[config.mk]
export PLATFORM = sky130hd
export DESIGN_NAME = pe_store_sequencer
export DESIGN_NICKNAME = d
export VERILOG_FILES = /design/src/rtl/pe_store_pkg.sv /design/src/rtl/pe_scan_counter.sv /design/src/rtl/pe_store_sequencer.sv
export SDC_FILE = /design/constraint.sdc
export NUM_CORES = 1
export LEC_CHECK = 0
export CAP_MARGIN = 20
export CORE_ASPECT_RATIO = 1.25
export CORE_UTILIZATION = 25
export CTS_CLUSTER_SIZE = 28
export DETAILED_ROUTE_END_ITERATION = 7
export HOLD_SLACK_MARGIN = 0.03
export PLACE_DENSITY = 0.56
export SKIP_CTS_REPAIR_TIMING = 1
export SLEW_MARGIN = 20
export SYNTH_ARGS = -nofsm -noshare
export SYNTH_HDL_FRONTEND = slang
export SYNTH_SLANG_ARGS = --single-unit
[constraint.sdc]
create_clock -name CLK -period 4 [get_ports CLK]
set_clock_uncertainty 0.05 [all_clocks]
set_input_delay 0.4 -clock CLK [delete_from_list [all_inputs] [get_ports CLK]]
set_output_delay 0.4 -clock CLK [all_outputs]
set_load 0.05 [all_outputs]
[src/rtl/pe_store_pkg.sv]
// Shared opcodes, FSM state encoding and control words for the PE local-store sequencer.
package pe_store_pkg;

    localparam logic [2:0] OP_INIT      = 3'b000;
    localparam logic [2:0] OP_HOLD      = 3'b001;
    localparam logic [2:0] OP_INCR      = 3'b010;
    localparam logic [2:0] OP_JUMP      = 3'b011;
    localparam logic [2:0] OP_SET_K_ROW = 3'b100;
    localparam logic [2:0] OP_SET_K_COL = 3'b101;
    localparam logic [2:0] OP_SET_N_ROW = 3'b110;
    localparam logic [2:0] OP_SET_N_COL = 3'b111;

    localparam logic [5:0] CTRL_IDLE = 6'b001001;

    typedef enum logic [2:0] {
        S_IDLE,
        S_INIT,
        S_SKR,
        S_SKC,
        S_SNR,
        S_SNC,
        S_SCAN,
        S_DONE
    } state_t;

    // Kernel and neuron halves always carry the same opcode.
    function automatic logic [5:0] ctrl_word(input logic [2:0] op);
        return {op, op};
    endfunction

endpackage

[src/rtl/pe_scan_counter.sv]
// R x C row/column element counter with clear/advance and last-column/last-element flags.
module pe_scan_counter #(
    parameter int unsigned A = 7
) (
    input  logic         i_clk,
    input  logic         i_rst_n,
    input  logic         i_clear,
    input  logic         i_advance,
    input  logic [A-1:0] i_rows,
    input  logic [A-1:0] i_cols,
    output logic [A-1:0] o_row,
    output logic [A-1:0] o_col,
    output logic         o_last_col,
    output logic         o_last_elem
);

    logic [A-1:0] r_row;
    logic [A-1:0] r_col;

    always_ff @(posedge i_clk or negedge i_rst_n) begin
        if (!i_rst_n) begin
            r_row <= '0;
            r_col <= '0;
        end else if (i_clear) begin
            r_row <= '0;
            r_col <= '0;
        end else if (i_advance) begin
            if (o_last_col) begin
                r_col <= '0;
                r_row <= r_row + A'(1);
            end else begin
                r_col <= r_col + A'(1);
            end
        end
    end

    assign o_row       = r_row;
    assign o_col       = r_col;
    assign o_last_col  = (r_col == i_cols - A'(1));
    assign o_last_elem = o_last_col && (r_row == i_rows - A'(1));

endmodule

[src/rtl/pe_store_sequencer.sv]
// Per-PE local-store sequencer: pointer init, offset load, R x C window scan, done.
// Optional stallCycles counter enabled by defining PE_SEQ_STALL_CNT_EN.
module pe_store_sequencer
    import pe_store_pkg::*;
#(
    parameter int unsigned depth = 2,
    parameter int unsigned A     = 7
) (
    input  logic             CLK,
    input  logic             RSTN,
    input  logic             start,
    input  logic             stall,
    input  logic [A-1:0]     numRows,
    input  logic [A-1:0]     numCols,
    input  logic [depth-1:0] kRowOff,
    input  logic [depth-1:0] kColOff,
    input  logic [depth-1:0] nRowOff,
    input  logic [depth-1:0] nColOff,
    output logic [5:0]       controlSignal,
    output logic [depth-1:0] initSettings,
    output logic             busy,
    output logic             done,
    output logic             macValid,
    output logic [A-1:0]     rowIdx,
    output logic [A-1:0]     colIdx
`ifdef PE_SEQ_STALL_CNT_EN
    ,
    output logic [15:0]      stallCycles
`endif
);

    state_t           r_state;
    logic [A-1:0]     r_rows;
    logic [A-1:0]     r_cols;
    logic [depth-1:0] r_k_row_off;
    logic [depth-1:0] r_k_col_off;
    logic [depth-1:0] r_n_row_off;
    logic [depth-1:0] r_n_col_off;

    logic             w_clear;
    logic             w_advance;
    logic             w_last_col;
    logic             w_last_elem;
    logic [A-1:0]     w_row;
    logic [A-1:0]     w_col;

    // Counter is cleared on the SNC edge so element (0,0) appears with the first SCAN cycle.
    assign w_clear   = (r_state == S_SNC);
    assign w_advance = (r_state == S_SCAN) && !stall && !w_last_elem;

    pe_scan_counter #(
        .A(A)
    ) u_scan (
        .i_clk       (CLK),
        .i_rst_n     (RSTN),
        .i_clear     (w_clear),
        .i_advance   (w_advance),
        .i_rows      (r_rows),
        .i_cols      (r_cols),
        .o_row       (w_row),
        .o_col       (w_col),
        .o_last_col  (w_last_col),
        .o_last_elem (w_last_elem)
    );

    assign rowIdx = w_row;
    assign colIdx = w_col;

    always_ff @(posedge CLK or negedge RSTN) begin
        if (!RSTN) begin
            r_state       <= S_IDLE;
            controlSignal <= CTRL_IDLE;
            initSettings  <= '0;
            busy          <= 1'b0;
            done          <= 1'b0;
            macValid      <= 1'b0;
            r_rows        <= '0;
            r_cols        <= '0;
            r_k_row_off   <= '0;
            r_k_col_off   <= '0;
            r_n_row_off   <= '0;
            r_n_col_off   <= '0;
        end else begin
            controlSignal <= CTRL_IDLE;
            initSettings  <= '0;
            done          <= 1'b0;
            macValid      <= 1'b0;
            unique case (r_state)
                S_IDLE: begin
                    if (start) begin
                        r_rows        <= numRows;
                        r_cols        <= numCols;
                        r_k_row_off   <= kRowOff;
                        r_k_col_off   <= kColOff;
                        r_n_row_off   <= nRowOff;
                        r_n_col_off   <= nColOff;
                        busy          <= 1'b1;
                        controlSignal <= ctrl_word(OP_INIT);
                        r_state       <= S_INIT;
                    end
                end
                S_INIT: begin
                    controlSignal <= ctrl_word(OP_SET_K_ROW);
                    initSettings  <= r_k_row_off;
                    r_state       <= S_SKR;
                end
                S_SKR: begin
                    controlSignal <= ctrl_word(OP_SET_K_COL);
                    initSettings  <= r_k_col_off;
                    r_state       <= S_SKC;
                end
                S_SKC: begin
                    controlSignal <= ctrl_word(OP_SET_N_ROW);
                    initSettings  <= r_n_row_off;
                    r_state       <= S_SNR;
                end
                S_SNR: begin
                    controlSignal <= ctrl_word(OP_SET_N_COL);
                    initSettings  <= r_n_col_off;
                    r_state       <= S_SNC;
                end
                S_SNC: begin
                    if (r_rows != '0 && r_cols != '0) begin
                        macValid <= 1'b1;
                        r_state  <= S_SCAN;
                    end else begin
                        done    <= 1'b1;
                        r_state <= S_DONE;
                    end
                end
                S_SCAN: begin
                    // Outputs describe the element the pointers reach at the next falling edge.
                    if (!stall) begin
                        if (w_last_elem) begin
                            done    <= 1'b1;
                            r_state <= S_DONE;
                        end else begin
                            macValid      <= 1'b1;
                            controlSignal <= ctrl_word(w_last_col ? OP_JUMP : OP_INCR);
                        end
                    end
                end
                S_DONE: begin
                    busy    <= 1'b0;
                    r_state <= S_IDLE;
                end
                default: begin
                    busy    <= 1'b0;
                    r_state <= S_IDLE;
                end
            endcase
        end
    end

`ifdef PE_SEQ_STALL_CNT_EN
    always_ff @(posedge CLK or negedge RSTN) begin
        if (!RSTN) begin
            stallCycles <= '0;
        end else if (r_state == S_IDLE && start) begin
            stallCycles <= '0;
        end else if (r_state == S_SCAN && stall && stallCycles != 16'hFFFF) begin
            stallCycles <= stallCycles + 16'd1;
        end
    end
`endif

endmodule

==> out/metrics.yaml <==
cts_buffer_depth: 2
setup_viol: 0
final.fill_count: 1004
gp_congestion: 0.757
synth_top_cell_area_share_pct: 45.0
crit_path_max_fanout: 16
synth_area_per_cell_um2: 10.0
finalWorstSetupSlack_ns: 1.03
placed_cells_incl_taps: 417
path_class: "register to register"
async_flop_share_pct: 100
placement_rows: 40
tritoncts.num_buffers: 5
total_routed_length_mm: 5.87
yosysTopAreaCell: "dfrtp_1"
clk_pin_slew_ns: 0.07
most_used_standard_cell_by_instance_count_after_synthesis: "dfrtp_1"
post-place-ws_ns: 1.04
numClockSinks: 47
crit_slowest_cell: "or4_1"
period_share_pct: 74.3
route.detailed.wl_per_inst_um: 13.8
hold_path_class: "input port to asynchronous set/reset pin"
crit_path_start_kind: "register"
edff_count_synth: 0
ys_dominant_reg_cell: "dfrtp_1"
crit_path_cell_trace: "or3_1 > or4_4 > a2111oi_4 > nand3_2 > or4_1 > a21oi_1"
ys_top_cells_by_count: "dfrtp_1 (46), nand2_1 (26), o21ai_0 (20)"
htreeDepth: 2
maxCapViolations: 0
io_buffers: 50
final_antenna_net_count: 0
max_stage_delay_ns: 0.59
tritoncts: "yes"
cts_root_buffer: "clkbuf_16"
rsz0062_at_grt: "no"
grt_pass1_wl_mm: 9.64
placeable_core_region_um2: 9760
fp.dieW_um: 92.5
remaining_global_route_overflow: 0
finalHoldViolations: 0
ios: 51
clock_latency_ns: 0.29
regToRegStartpoint: "r_cols[2]"
power_per_cell_area_nw_per_um2: 748
final.setup.tns_ns: 0
gr-usage-all-layers_pct: 11.7
timing_worst_slew_pin_value_ns: 0.669
sequential_element_share_of_the_synthesized_area_pct: 46.0
synth.net_count: 286
cp.required_ns: 4.17
dp_hpwl_mm: 4.31
synth_cell_type_count: 49
final_util_pct: 33.9
drt_first_pass_iters: 4
die_y_um: 115
max-slew-margin-rel_pct: 54.8
yosys_register_bits: 47
cellLeakagePower_nw: 1.31
drt_iter0_drc: 147
initial_antenna_violation_count: 0
route.detailed.drc: 0
irDropWorstVdd_mv: 0.194
starting_density_pct: 26.2
synth_area_leaders: "dfrtp_1 (45%), mux2_2 (7.9%), o21ai_0 (3.9%)"
synthToLayoutAreaGrowth_pct: 29.3
fin_crit_ns: 2.97
final-max-slew-violation-count: 0
mapped_cells: 255
detailed_route_vias_per_instance: 4.84
outcome: "finished clean"
die_area_um2: 10700
grt_max_degree: 48
stdcell_count: 425
crit_path_start: "r_cols[2]"
antenna_cells_inserted: 0
mappedNetlistArea_um2: 2560
count_of_vias_placed_by_the_detailed_router: 2056
ys_warn_count: 0
first_global_vias: 2051
fmax_mhz: 336
nNetsFinal: 329
cp_data_arrival_time_ns: 3.14
end_kind: "register"
post_route_cells_drive_above_1_share_pct: 12.0
[final cells by class]
class	count	area, µm²	share of cell area (%)
inverter	7	26.3	0.794
timing repair buffer	52	513	15.5
clock buffer	5	125	3.78
multi-input combinational	185	1290	39.0
sequential	47	1180	35.6
tap	126	158	4.76
clock inverter	3	18.8	0.567
[logic make-up (layout without fill, tap and decap cells)]
family / count (synthesis) / in the layout / share of synthesized area (%)
muxes: 21 / 21 / 9.09
buffers and inverters: 23 / 67 / 3.81
xor gates and xnor gates: 19 / 19 / 6.50
and+or+nand+nor: 83 / 83 / 17.7
AOI/OAI and AO/OA: 57 / 57 / 14.5
DFF: 47 / 47 / 46.0
adders and majority gates: 5 / 5 / 2.44
[stage by stage]
stage	total power, mW	cell area, µm²	hold WS [ns]
after floorplan	1.76	2560	0.0544
after global placement	2.06	3160	0.441
after detailed placement	2.08	3160	0.450
after CTS	2.51	3310	0.299
after global routing	2.65	3310	0.113
final	2.48	3310	0.0620
[worst max-delay path, delay by kind of cell (launching register included)]
kind | cells | cell delay (ns)
AOI/OAI and AO/OA | 2 | 0.59
DFF | 1 | 0.44
and+or+nand+nor | 4 | 1.82
[path summary, 6_finish.rpt]
path | to | slack, ns | cells past startpoint
worst max-delay path | u_scan.o_row[6] | 1.03 | 6
worst min-delay path | initSettings[1] | 0.06 | 1
worst max register to register | u_scan.o_row[6] | 1.03 | 6
worst min register to register | r_k_row_off[1] | 0.46 | 1
max in group asynchronous | r_cols[1] | 3.43 | 1
min in group CLK | r_k_row_off[1] | 0.46 | 1
[layer usage]
layer	vias to the layer above	global-route usage [%]	share of wire, %
li1	1011	-	-
met1	995	13.6	43
met2	43	20.7	51
met3	7	2.78	4.2
met4	0	4.38	1.7
met5	-	0	0
[registers in the layout (all words and copies together) (netlist names), 2 cells and up]
signal         flops
r_rows             7
u_scan.o_row       7
r_k_row_off        2
r_cols             7
r_state            3
controlSignal      3
r_n_row_off        2
u_scan.o_col       7
r_n_col_off        2
initSettings       2
r_k_col_off        2
[layout by cell type, fill, tap and decap left out, drive strengths merged, types with 2 or more instances in the layout]
master | synthesis | layout
inv | 7 | 8
o22ai | 2 | 2
or2 | 2 | 2
clkdlybuf4s50 | 0 | 49
buf | 4 | 3
ha | 5 | 5
nand3 | 4 | 4
a31oi | 3 | 3
o31ai | 5 | 5
nor3b | 2 | 2
a21oi | 10 | 10
xnor2 | 11 | 11
mux2 | 18 | 18
o41ai | 2 | 2
nor3 | 10 | 10
o211ai | 2 | 2
nand4 | 3 | 3
nand2b | 2 | 2
or4 | 5 | 5
xor2 | 8 | 8
nor2b | 2 | 2
o21ai | 22 | 22
mux2i | 3 | 3
clkinv | 0 | 2
nand3b | 3 | 3
dfrtp | 46 | 46
or4b | 2 | 2
a22oi | 2 | 2
clkbuf | 12 | 5
or3 | 3 | 3
nand2 | 26 | 26
and3 | 7 | 7
nor2 | 8 | 8
[where the power goes]
part / internal [mW] / switching, mW
combinational: 0.505 / 0.662
sequential: 0.665 / 0.228
clock: 0.232 / 0.184
Power figures use the tool's default switching activity.
